**src/rtl/multi_wave_gen.sv**
```systemverilog
// multi_wave_gen: square / pulse / sawtooth / triangle tone generator.
// A free-running half-period counter plus half flag (h) forms the phase;
// samples are registered on the codec frame strobe (sample_tick) with a
// one-cycle write strobe (wr). sync pulses once per full period.
// Ports: clock, reset (async high), enable, sample_tick, mode[1:0],
//        half_period, duty, slope, volume -> sample, wr, sync.
module multi_wave_gen #(
    parameter int SAMPLE_W = 16,
    parameter int PERIOD_W = 21
) (
    input  logic                clock,
    input  logic                reset,
    input  logic                enable,
    input  logic                sample_tick,
    input  logic [1:0]          mode,
    input  logic [PERIOD_W-1:0] half_period,
    input  logic [PERIOD_W:0]   duty,
    input  logic [SAMPLE_W-1:0] slope,
    input  logic [SAMPLE_W-1:0] volume,
    output logic [SAMPLE_W-1:0] sample,
    output logic                wr,
    output logic                sync
);

    typedef enum logic [1:0] {
        M_SQUARE = 2'd0,
        M_PULSE  = 2'd1,
        M_SAW    = 2'd2,
        M_TRI    = 2'd3
    } mode_t;

    localparam logic [PERIOD_W-1:0] CNT_ONE = PERIOD_W'(1);
    localparam logic [PERIOD_W:0]   POS_ONE = (PERIOD_W + 1)'(1);

    logic [PERIOD_W-1:0] counter;
    logic                h;
    logic [SAMPLE_W-1:0] ramp;
    mode_t               active_mode;

    logic                half_wrap;
    logic                full_wrap;
    logic [PERIOD_W:0]   pos;
    logic [SAMPLE_W:0]   ramp_sum;
    logic [SAMPLE_W:0]   ramp_diff;
    logic [SAMPLE_W-1:0] ramp_up;
    logic [SAMPLE_W-1:0] ramp_down;
    logic [SAMPLE_W-1:0] ramp_clip;
    logic [SAMPLE_W-1:0] w;

    assign half_wrap = (counter >= half_period);
    assign full_wrap = half_wrap && h;

    // Position within the full period; second half is offset by half_period+1.
    assign pos = h ? ({1'b0, counter} + {1'b0, half_period} + POS_ONE)
                   : {1'b0, counter};

    // One extra bit so ramp+slope overflow and ramp-slope underflow are seen.
    assign ramp_sum  = {1'b0, ramp} + {1'b0, slope};
    assign ramp_diff = {1'b0, ramp} - {1'b0, slope};
    assign ramp_up   = (ramp_sum > {1'b0, volume}) ? volume
                                                   : ramp_sum[SAMPLE_W-1:0];
    assign ramp_down = ramp_diff[SAMPLE_W] ? '0 : ramp_diff[SAMPLE_W-1:0];
    // Clip against the live volume so a volume drop is heard at once.
    assign ramp_clip = (ramp > volume) ? volume : ramp;

    always_comb begin
        w = '0;
        unique case (active_mode)
            M_SQUARE: w = h ? volume : '0;
            M_PULSE:  w = (pos < duty) ? volume : '0;
            M_SAW,
            M_TRI:    w = ramp_clip;
        endcase
    end

    always_ff @(posedge clock or posedge reset) begin
        if (reset) begin
            counter     <= '0;
            h           <= 1'b0;
            ramp        <= '0;
            active_mode <= M_SQUARE;
            sample      <= '0;
            wr          <= 1'b0;
            sync        <= 1'b0;
        end else if (!enable) begin
            counter     <= '0;
            h           <= 1'b0;
            ramp        <= '0;
            active_mode <= mode_t'(mode);
            sample      <= '0;
            wr          <= 1'b0;
            sync        <= 1'b0;
        end else begin
            if (half_wrap) begin
                counter <= '0;
                h       <= ~h;
            end else begin
                counter <= counter + CNT_ONE;
            end

            sync <= full_wrap;

            // Mode is only latched at a period boundary to avoid glitches.
            if (full_wrap) begin
                active_mode <= mode_t'(mode);
                ramp        <= '0;
            end else begin
                unique case (active_mode)
                    M_SQUARE,
                    M_PULSE:  ramp <= '0;
                    M_SAW:    ramp <= ramp_up;
                    M_TRI:    ramp <= h ? ramp_down : ramp_up;
                endcase
            end

            // Output uses pre-wrap state (old mode, old ramp).
            if (sample_tick) begin
                sample <= w;
                wr     <= 1'b1;
            end else begin
                wr     <= 1'b0;
            end
        end
    end

endmodule

```
**config.mk**
```make
export PLATFORM = sky130hd
export DESIGN_NAME = multi_wave_gen
export DESIGN_NICKNAME = d
export VERILOG_FILES = /design/src/rtl/multi_wave_gen.sv
export SDC_FILE = /design/constraint.sdc
export NUM_CORES = 1
export LEC_CHECK = 0
export BUFFER_PORTS_ARGS = -buffer_cell sky130_fd_sc_hd__buf_4
export CAP_MARGIN = 20
export CORE_ASPECT_RATIO = 0.8
export CORE_UTILIZATION = 40
export DETAILED_ROUTE_END_ITERATION = 6
export PLACE_DENSITY = 0.57
export SYNTH_ARGS = -nofsm -noshare
export SYNTH_HDL_FRONTEND = slang
export SYNTH_SLANG_ARGS = --single-unit
```
**constraint.sdc**
```tcl
create_clock -name clock -period 5.5 [get_ports clock]
set_input_delay 1.1 -clock clock [delete_from_list [all_inputs] [get_ports clock]]
set_output_delay 1.1 -clock clock [all_outputs]
set_load 0.01 [all_outputs]
```
Word level (Yosys, flattened, before mapping)
Cells that the tools add are included.
{"block": "totals", "reg_bits": 58, "inputBits": 81, "word_cells": 49}
{"block": "classes", "n_addsub": 5, "order_cmp": 4, "eq_ne": 6, "n_mux": 22, "n_bitwise": 1, "reduce_logical": 4}
{"op": "two-way mux 16 bit", "count": 10}
{"op": "one-hot mux 16 bit (3 select lines)", "count": 2}
{"op": "two-way mux 21 bit", "count": 2}
{"op": "adder 21 x 21 -> 22 bit", "count": 1}
{"op": "adder 22 x 1 -> 22 bit (second input constant)", "count": 1}
{"op": "less-than comparator 22 bit", "count": 1}
{"op": "two-way mux 22 bit", "count": 1}
{"op": "adder 21 x 1 -> 21 bit (second input constant)", "count": 1}
{"op": "greater-or-equal comparator 21 bit", "count": 1}
{"op": "adder 16 x 16 -> 17 bit", "count": 1}
{"op": "> comparator 17 x 16 -> 1 bit", "count": 1}
{"op": "subtractor 16 x 16 -> 17 bit", "count": 1}
{"op": "> comparator 16 bit", "count": 1}
{"op": "inequality test 2 x 1 -> 1 bit (second input constant)", "count": 3}
{"op": "two-way mux 1 bit", "count": 5}
{"op": "== test 2 bit (second input constant)", "count": 2}
{"op": "two-way mux 2 bit", "count": 2}
{"op": "OR reduction 2 bit", "count": 2}
{"op": "== test 2 x 1 -> 1 bit (second input constant)", "count": 1}
{"op": "zero test 2 bit", "count": 1}
{"op": "logical AND 1 bit", "count": 1}
{"op": "inverter 1 bit", "count": 1}

Logic depth before layout (Yosys ltp)
Gate-level depths: netlist (run 1).
{"block": "depth", "word_depth": 8, "depth_mapped": 21}

Worst setup path after synthesis (run 1)
No wires, ideal clock.
{"block": "synth_timing", "path_type": "in2reg", "from": "input port slope[1]", "to": "register ramp[14]", "setup_ns": 0.142, "arrival_ns": 4.525, "required_ns": 5.358, "path_slack_ns": 0.833, "stages": 19, "n_path_buf": 1, "cell_sequence": "inv_1 ha_1 nand2b_1 a221oi_2 o221a_2 o211a_2 a21oi_1 a221o_1 xnor2_1 ha_1 nand4_1 nor2_1 nand3_1 a221oi_1 a21boi_1 buf_2 nand2_1 o21ai_0 o32ai_1"}
{"block": "synth_via", "elab_chain_len": 7, "elab_cells_between_ends": 9, "cone_classes": "add/sub: 2; order compare: 1; mux: 6"}
{"item": "start: declaration", "line_no": "18", "source": "input logic [SAMPLE_W-1:0] slope,"}
{"item": "adder 16 x 16 -> 17 bit", "line_no": "58", "source": "assign ramp_sum = {1'b0, ramp} + {1'b0, slope};"}
{"item": "> comparator 17 x 16 -> 1 bit", "line_no": "60", "source": "assign ramp_up = (ramp_sum > {1'b0, volume}) ? volume"}
{"item": "two-way mux 16 bit", "line_no": "60"}
{"item": "two-way mux 16 bit", "line_no": "112", "source": "M_TRI: ramp <= h ? ramp_down : ramp_up;"}
{"item": "one-hot mux 16 bit (3 select lines) *", "line_no": "108", "source": "unique case (active_mode)"}
{"item": "two-way mux 16 bit *", "line_no": "104", "source": "if (full_wrap) begin"}
{"item": "two-way mux 16 bit *", "line_no": "85", "source": "end else if (!enable) begin"}
{"item": "end signal: assignment", "line_no": "111", "source": "M_SAW: ramp <= ramp_up;"}
{"item": "end signal: assignment", "line_no": "112"}
{"item": "end: declaration", "line_no": "37", "source": "logic [SAMPLE_W-1:0] ramp;"}
Mark *: on every way between the ends. The rest lies on a longest branch, timed or not.
A chain may end at the register's enable or synchronous reset.

Final worst setup path (run 1)
{"block": "layout_timing", "from": "input port slope[1]", "to": "register ramp[4]"}
Same word-level chain as after synthesis.

==> impl_metrics.env, run 1 <==
export IMPL_status="complete, no violations"
export IMPL_seqCellArea_um2=1450
export IMPL_slew_headroom_pct=42.9
export IMPL_netSwitchingFraction_pct=43.9
export IMPL_dieArea_um2=19100
export IMPL_p_int_mw=1.76
export IMPL_drtIter0Drc=438
export IMPL_drc=0
export IMPL_endpoint_kind="flip-flop"
export IMPL_num_io_pins=99
export IMPL_cts_tree="built"
export IMPL_initial_core_util_pct=40.8
export IMPL_combPwrFrac_pct=59.4
export IMPL_synth_top_cell_area_share_pct=21.6
export IMPL_routed_via_density=5.48
export IMPL_ys_seq_area_share_pct=19.6
export IMPL_drive_gt1_share_pct=15.6
export IMPL_rsz0062_at_grt="false"
export IMPL_wl_per_cell_um=16.7
export IMPL_drv_slew=0
export IMPL_post_cts_buffers=0
export IMPL_skew_ps=10.1
export IMPL_die_width_um=154
export IMPL_crit_type="in -> reg"
export IMPL_cts_sinks=58
export IMPL_synth_distinct_cells=71
export IMPL_worstSkewPairLatency_ps=340
export IMPL_fin_area_um2=8680
export IMPL_syn2layout_area_growth_pct=17.2
export IMPL_antenna_found_initial=0
export IMPL_grt_overflow_total=0
export IMPL_nets=1235
export IMPL_hold_buffers=0
export IMPL_cts_buffer_depth=2
export IMPL_powerDensity_nw_per_um2=362
export IMPL_dpl_cell_area_um2=8350
export IMPL_dp_hpwl_mm=16.9
export IMPL_stdcell_count=1258
export IMPL_fin_setup_tns_ps=0
export IMPL_ctsHtreeMaxLevel=3
export IMPL_cp_max_fo=9
export IMPL_synth_async_reset_ratio_pct=100
export IMPL_peakVddDrop_mv=0.173
export IMPL_ys_ff_latch=58
export IMPL_post_route_min_period_ps=5020
export IMPL_yosysTopAreaCell="ha_1"
export IMPL_whs_path_depth=2
export IMPL_cts_made_buffers=9
export IMPL_min_from="sample[6]"
export IMPL_grt_pass1_wl_mm=33.7
export IMPL_synth_nets=1150
export IMPL_syn_instance_count=938
export IMPL_place_congestion=0.888
export IMPL_reg2reg_from="counter[0]"
export IMPL_grt_usage_pct=22.7
export IMPL_r2r_end="sample[8]"
export IMPL_crit_family="compound AO/OA/AOI/OAI gates"
export IMPL_core_um2=18200
export IMPL_fillCellCount=1817
export IMPL_finalWirelength_mm=21.0
export IMPL_clkPwrFrac_pct=20.4
export IMPL_critPathSlowestCell="a221o_1"
export IMPL_crit_path_frequent_cell="a21oi_1"
export IMPL_cts_clk_slew_worst_paths_ps=60
export IMPL_grt_max_degree=59
export IMPL_grt_pass1_vias=6274
export IMPL_setup_viol_count_final=0
export IMPL_worst_slew_pin_slew_ps=857
export IMPL_crit_path_start_kind="input port"
export IMPL_synth_ff_type="dfrtp_1"
export IMPL_cp_slowest_stage_delay_ps=370
export IMPL_power_total_mw=3.15
export IMPL_die_y_um=124
export IMPL_post_route_util_pct=47.8
export IMPL_synth_edf_count=0
export IMPL_power_leakage_nw=4.35
export IMPL_hp_class="reg -> reg"
export IMPL_hold_viol=0
export IMPL_synthTopCellsByArea="ha_1 (22%), dfrtp_1 (20%), inv_1 (5.7%), a21oi_1 (5.6%), nor2_1 (4.8%)"
export IMPL_fmax_mhz=199
export IMPL_vias=6889
export IMPL_io_buffer_count=98
export IMPL_p_sw_mw=1.38
export IMPL_avgSynthCellArea_um2=7.90
export IMPL_r2r_cells=20
export IMPL_critical_path_required_ps=5680
export IMPL_drt_pass1_iter_count=5
export IMPL_worst_path_buf_inv=3
export IMPL_netlist_area_um2=7410
export IMPL_yosysWarningCount=0
export IMPL_detail_route_antenna_nets=0
export IMPL_rrSetupSlack_ps=940
export IMPL_antennaDiodeCount=0
export IMPL_cp_arrival_ps=5210
export IMPL_p_seq_share_pct=20.2
export IMPL_clockRootBuffer="clkbuf_16"
export IMPL_fp_row_count=44
export IMPL_hold_path_end="sample[6]"
export IMPL_period_share_pct=91.4
export IMPL_cap_violations=0
export IMPL_crit_chain="buf_4, inv_1, ha_1, nand2b_1, a221oi_2, o221a_2, o211a_2, a21oi_1, a221o_1, xnor2_1, ha_1, nand4_1, nor2_1, nand3_1, a221oi_1, a21boi_1, buf_4, a21oi_1, a21oi_1, o32ai_1"
export IMPL_post_cts_resized=0
export IMPL_dp_cells=1242
export IMPL_multi_input_area_um2=5380
-- through the flow --
step / setup WS, ps / hold WS, ps
floorplan: 833 / 466
global placement: 286 / 465
detailed placement: 192 / 471
CTS: 526 / 483
global route: 64.6 / 495
finish: 475 / 477
-- worst min-delay path: cells and delay by family (launching register included) --
| kind | cells | cell delay (ps) |
|---|---|---|
| DFF | 1 | 340 |
| AOI/OAI and AO/OA | 1 | 60 |
| and+or+nand+nor | 1 | 50 |
-- state kept, by name, indices dropped and copies added (netlist names) --
name,cells
counter,21
ramp,16
sample,16
active_mode,2
h,1
sync,1
wr,1
-- worst max-delay path by stage --
stage	startpoint	endpoint	slack, ps	cells past startpoint
finish	slope[1]	ramp[4]	480	20
global route	slope[1]	ramp[14]	60	19
CTS	slope[1]	ramp[4]	530	20
detailed placement	slope[1]	ramp[4]	190	20
global placement	half_period[0]	sample[8]	290	21
floorplan	slope[1]	ramp[14]	830	19
-- layout by cell type (no fill, tap or decap), drive strengths merged, types with 12 or more instances in the layout --
master,instances
xnor2,38
nand2b,13
mux2,19
nor3,19
nand4,17
nor2,94
nand3,16
clkbuf,12
nor2b,12
o21ai,54
ha,128
inv,112
a22oi,17
buf,107
xor2,17
nand2,54
a21oi,84
a211oi,12
dfrtp,58
a21o,17
-- final cells by class --
cell class,count,share of cell area (%)
clock buffer,12,3.07
clock inverter,4,0.836
inverter,113,4.88
multi-input combinational,734,61.9
sequential,58,16.7
tap,230,3.31
timing repair buffer,107,9.25
-- per-layer routing --
metal	GRT usage (%)	wire (um)
met5	0	0
met4	3.88	163
met3	3.90	1210
met1	35.7	11400
met2	32.0	8200
-- cell families after synthesis --
kind of cell | count (synthesis) | synth area share (%)
AO/OA/AOI/OAI | 268 | 24.0
XOR/XNOR | 55 | 6.50
adder cells (fa/ha/maj) | 131 | 22.4
buffers and inverters | 146 | 7.85
flip-flops | 58 | 19.6
multiplexers | 21 | 3.16
AND/OR/NAND/NOR | 259 | 16.5
-- synth_stat cells (all sizes together) (13+ instances only) --
library cell / count
a21o: 17
a21oi: 84
a22oi: 17
buf: 21
dfrtp: 58
ha: 128
inv: 112
mux2: 19
nand2: 54
nand2b: 13
nand3: 16
nand4: 17
nor2: 94
nor3: 19
o21ai: 54
xnor2: 38
xor2: 17
-- power by group through the flow --
stage | Combinational [mW] | Sequential, mW | Clock [mW]
floorplan | 1.37 | 0.597 | 0
global placement | 1.83 | 0.641 | 0
detailed placement | 1.84 | 0.638 | 0
CTS | 1.85 | 0.633 | 0.647
global route | 2.09 | 0.645 | 0.669
finish | 1.87 | 0.634 | 0.643
Note: power is estimated with default switching activity, not from simulation.
==> run 2: changes to the inputs <==
- CORE_UTILIZATION: 40 -> 60
- PLACE_DENSITY: 0.57 -> 0.81
==> impl_metrics.env, run 2 (synthesized netlist as in run 1, its figures left out) <==
export IMPL_antennaDiodeCount=0
export IMPL_r2r_cells=18
export IMPL_dp_hpwl_mm=16.0
export IMPL_syn2layout_area_growth_pct=16.2
export IMPL_crit_family="compound AO/OA/AOI/OAI gates"
export IMPL_cp_max_fo=8
export IMPL_drc=2
export IMPL_cts_buffer_depth=2
export IMPL_grt_overflow_total=0
export IMPL_drtIter0Drc=575
export IMPL_nets=1241
export IMPL_hold_worst_slack_ps=483
export IMPL_powerDensity_nw_per_um2=360
export IMPL_min_from="sample[9]"
export IMPL_die_width_um=126
export IMPL_cts_tree="built"
export IMPL_io_buffer_count=98
export IMPL_grt_usage_pct=32.1
export IMPL_status="finished, violations left"
export IMPL_fmax_mhz=189
export IMPL_cts_clk_slew_worst_paths_ps=50
export IMPL_finalWirelength_mm=20.0
export IMPL_largest_register_ffs=21
export IMPL_rsz0062_at_grt="false"
export IMPL_worstSkewPairLatency_ps=330
export IMPL_rrSetupSlack_ps=720
export IMPL_routed_via_density=6.04
export IMPL_skew_ps=6.82
export IMPL_cap_violations=0
export IMPL_endpoint_kind="flip-flop"
export IMPL_drt_pass1_iter_count=7
export IMPL_clockRootBuffer="clkbuf_16"
export IMPL_crit_path_start_kind="input port"
export IMPL_whs_path_depth=2
export IMPL_slew_headroom_pct=36.3
export IMPL_cp_arrival_ps=5480
export IMPL_drv_slew=0
export IMPL_fin_setup_tns_ps=0
export IMPL_wl_per_cell_um=16.9
export IMPL_cts_made_buffers=9
export IMPL_post_cts_resized=0
export IMPL_antenna_found_initial=0
export IMPL_die_y_um=101
export IMPL_power_total_mw=3.10
export IMPL_critical_path_required_ps=5680
export IMPL_cts_sinks=58
export IMPL_fillCellCount=935
export IMPL_violations="DRC"
export IMPL_vias=7143
export IMPL_registers_top_by_ff_count="counter"
export IMPL_worst_path_buf_inv=3
export IMPL_crit_type="in -> reg"
export IMPL_cp_slowest_stage_delay_ps=360
export IMPL_reg_largest_list="counter x21, ramp x16, sample x16"
export IMPL_grt_pass1_vias=6599
export IMPL_post_cts_buffers=0
export IMPL_reg2reg_from="ramp[1]"
export IMPL_hold_viol=0
export IMPL_peakVddDrop_mv=0.257
export IMPL_layout_common_cells="ha_1 (128), inv_1 (111), buf_4 (111)"
export IMPL_ctsHtreeMaxLevel=3
export IMPL_layout_commonest_cell="ha_1"
export IMPL_fp_row_count=35
export IMPL_r2r_end="ramp[0]"
export IMPL_post_route_min_period_ps=5300
export IMPL_setup_viol_count_final=0
export IMPL_worst_slew_pin_slew_ps=956
export IMPL_grt_pass1_wl_mm=32.6
export IMPL_hold_path_end="sample[9]"
export IMPL_detail_route_antenna_nets=0
export IMPL_drive_gt1_share_pct=16.3
export IMPL_dpl_cell_area_um2=8280
export IMPL_hold_buffers=0
export IMPL_period_share_pct=96.3
export IMPL_dieArea_um2=12800
export IMPL_hp_class="reg -> reg"
export IMPL_initial_core_util_pct=62.9
export IMPL_crit_chain="buf_4, inv_1, ha_1, nand2b_1, a221oi_2, o221a_2, o211a_2, a21oi_1, a221o_1, xnor2_1, ha_1, nand4_1, nor2_1, nand3_1, a221oi_2, a21bo_2, nor2_2, buf_4, o22a_1, nor2_1"
export IMPL_critPathSlowestCell="a221o_1"
export IMPL_fin_area_um2=8610
export IMPL_core_um2=11800
export IMPL_power_leakage_nw=4.36
export IMPL_place_congestion=1.01
export IMPL_num_io_pins=99
export IMPL_grt_max_degree=59
## run 2: cell types whose count changed in the layout (fill, tap and decap cells not counted), moves of 2 or more
cell        delta
buf_6          +2
clkinvlp_4     +2
clkbuf_8       -2
buf_4          +4
## run 2: final cells by class
type	instances	area, um^2	share of cell area [%]
multi-input combinational	734	5390	62.6
sequential	58	1450	16.9
timing repair buffer	113	856	9.94
inverter	113	424	4.92
clock buffer	10	239	2.77
tap	148	185	2.15
clock inverter	6	66.3	0.770
## run 2: routing by layer
metal  wire length, um  track usage, %  vias to the layer above
met5                 0               0                        -
met4               397            8.80                        0
met1              9650            47.4                     3308
met2              8170            47.8                      308
li1                  -               -                     3487
met3              1760            6.02                       40
## run 2: tightest hold or removal path, delay by kind of cell (launching register included)
kind	cells	cell delay, ps
AO/OA/AOI/OAI	1	60
AND/OR/NAND/NOR	1	50
flip-flops	1	340
## run 2: report_power, final
part           total (mW)  internal (mW)  leakage, nW  switching [mW]
combinational        1.90          0.828         3.44            1.07
sequential          0.641          0.514        0.780           0.127
clock               0.564          0.362        0.141           0.202
total                3.10           1.70         4.36            1.40
## run 2: worst max path at each step
stage | endpoint | slack (ps) | depth (start not counted) | from
6_report | ramp[0] | 200 | 20 | slope[1]
2_1_floorplan | ramp[14] | 830 | 19 | slope[1]
3_5_place_dp | ramp[4] | -120 | 20 | slope[1]
5_1_grt | ramp[14] | 20 | 19 | slope[1]
4_1_cts | ramp[2] | 170 | 19 | slope[1]
3_3_place_gp | ramp[9] | 10 | 20 | slope[1]
## run 2: metrics by stage
stage          worst slack (ps)  std cells  utilization [%]
3_3_place_gp               12.6       1163             70.2
4_1_cts                     175       1181             72.9
3_5_place_dp               -116       1165             70.3
5_1_grt                    16.1       1182             73.1
2_1_floorplan               833        938                -
6_report                    202       1182             73.1
==> run 3: changes to the inputs <==
- clock period: 5.5 -> 4.9 ns (I/O delays scaled with it)
==> impl_metrics.env, run 3 (synthesized netlist as in run 1, its figures left out) <==
export IMPL_detail_route_antenna_nets=0
export IMPL_grt_max_degree=59
export IMPL_fin_setup_tns_ps=0
export IMPL_hold_worst_slack_ps=481
export IMPL_reg_largest_list="counter x21, ramp x16, sample x16"
export IMPL_skew_ps=5.79
export IMPL_registers_top_by_ff_count="counter"
export IMPL_endpoint_kind="flip-flop"
export IMPL_crit_path_start_kind="input port"
export IMPL_post_route_util_pct=74.0
export IMPL_crit_family="compound AO/OA/AOI/OAI gates"
export IMPL_setup_viol_count_final=0
export IMPL_ctsHtreeMaxLevel=3
export IMPL_top_layer="met4"
export IMPL_dpl_cell_area_um2=8330
export IMPL_hp_class="reg -> reg"
export IMPL_place_congestion=0.967
export IMPL_grt_overflow_total=0
export IMPL_stdcell_count=1193
export IMPL_cp_arrival_ps=4960
export IMPL_dieArea_um2=12800
export IMPL_wirelength_met1_mm=9.89
export IMPL_drv_slew=0
export IMPL_die_width_um=126
export IMPL_crit_chain="buf_4, ha_1, inv_1, fa_1, nor2_1, o311ai_2, a211o_1, a41oi_2, a21boi_0, xor2_1, ha_1, a21o_1, a21oi_1, o211ai_1, a221oi_2, a21boi_2, buf_4, a21oi_1, o32ai_1, nor2b_1"
export IMPL_post_route_min_period_ps=4720
export IMPL_antennaDiodeCount=0
export IMPL_vias=7228
export IMPL_pre_cts_ws_ps=-163
export IMPL_wl_per_cell_um=16.9
export IMPL_io_buffer_count=98
export IMPL_finalWorstSetupSlack_ps=181
export IMPL_dp_hpwl_mm=16.0
export IMPL_drive_gt1_share_pct=17.5
export IMPL_die_y_um=101
export IMPL_hold_buffers=0
export IMPL_period_share_pct=96.3
export IMPL_multi_input_area_um2=5410
export IMPL_cts_buffer_depth=2
export IMPL_slew_headroom_pct=32.1
export IMPL_fillCellCount=939
export IMPL_crit_type="in -> reg"
export IMPL_core_um2=11800
export IMPL_worst_path_buf_inv=3
export IMPL_drc=0
export IMPL_hold_viol=0
export IMPL_dr_wl_met3_mm=1.81
export IMPL_critPathSlowestCell="fa_1"
export IMPL_fp_row_count=35
export IMPL_powerDensity_nw_per_um2=408
export IMPL_grt_usage_pct=32.7
export IMPL_cts_sinks=58
export IMPL_fin_area_um2=8720
export IMPL_drt_pass1_iter_count=5
export IMPL_initial_core_util_pct=62.9
export IMPL_nets=1252
export IMPL_grt_pass1_wl_mm=33.1
export IMPL_status="complete, no violations"
export IMPL_critical_path_required_ps=5140
export IMPL_seqCellArea_um2=1450
export IMPL_dp_cells=1172
export IMPL_routed_via_density=6.06
export IMPL_syn2layout_area_growth_pct=17.6
export IMPL_finalWirelength_mm=20.2
export IMPL_cts_made_buffers=9
export IMPL_num_io_pins=99
export IMPL_power_total_mw=3.55
export IMPL_route_met2_wl_mm=8.34
export IMPL_cts_clk_slew_worst_paths_ps=50
export IMPL_drtIter0Drc=716
export IMPL_worstSkewPairLatency_ps=330
export IMPL_largest_register_ffs=21
export IMPL_clockRootBuffer="clkbuf_16"
export IMPL_cts_tree="built"
export IMPL_layout_common_cells="ha_1 (128), buf_4 (122), inv_1 (110)"
export IMPL_power_leakage_nw=4.43
export IMPL_grt_pass1_vias=6757
export IMPL_cap_violations=0
export IMPL_cp_slowest_stage_delay_ps=390
export IMPL_layout_commonest_cell="ha_1"
export IMPL_fmax_mhz=212
export IMPL_peakVddDrop_mv=0.246
export IMPL_worst_slew_pin_slew_ps=1020
export IMPL_antenna_found_initial=0
export IMPL_cp_max_fo=3
-- run 3: timing repair --
item | CTS | global route
setup buffers | 0 | 3
resized for setup | 0 | 9
endpoints found under the setup margin | 0 | 32
-- run 3: worst register-to-register path, cell delays in order (launching register included) --
cell and delay (ps):
dfrtp_1 420, inv_1 120, ha_1 170, inv_1 50, fa_1 390, nand2b_1 110
a221o_1 180, a211oi_1 100, o31a_1 350, o211ai_2 240, o21ai_1 120, and4_1 220
or3_1 370, ha_1 190, a21o_1 170, a21o_1 180, a21oi_2 200, o2111ai_2 200
a2bb2oi_1 180, buf_4 200, o21ai_0 200
-- run 3: cell type report --
cell class / count / area share, %
multi-input cells: 734 / 62.1
flip-flops and latches: 58 / 16.6
repair buffers: 124 / 10.8
inverters: 113 / 4.86
clock buffers: 12 / 2.94
well taps: 148 / 2.12
clock inverters: 4 / 0.574
-- run 3: per-layer routing --
metal / up-vias / global-route usage, %
li1: 3516 / -
met1: 3368 / 47.4
met2: 329 / 49.7
met3: 15 / 8.08
met4: 0 / 5.38
met5: - / 0
-- run 3: path summary, 6_finish.rpt --
| kind | start | cells after the start | slack, ps | end |
|---|---|---|---|---|
| max | slope[0] | 20 | 180 | ramp[2] |
| min | sample[9] | 2 | 480 | sample[9] |
| max reg2reg | counter[0] | 20 | 460 | sample[5] |
| min reg2reg | sample[9] | 2 | 480 | sample[9] |
| max in group asynchronous | reset | 3 | 3530 | ramp[15] |
| min in group asynchronous | reset | 3 | 880 | sample[3] |
-- run 3: report_power, final --
part | internal (mW) | switching, mW
Combinational | 0.988 | 1.20
Clock | 0.420 | 0.224
Sequential | 0.577 | 0.140
Total | 1.99 | 1.57
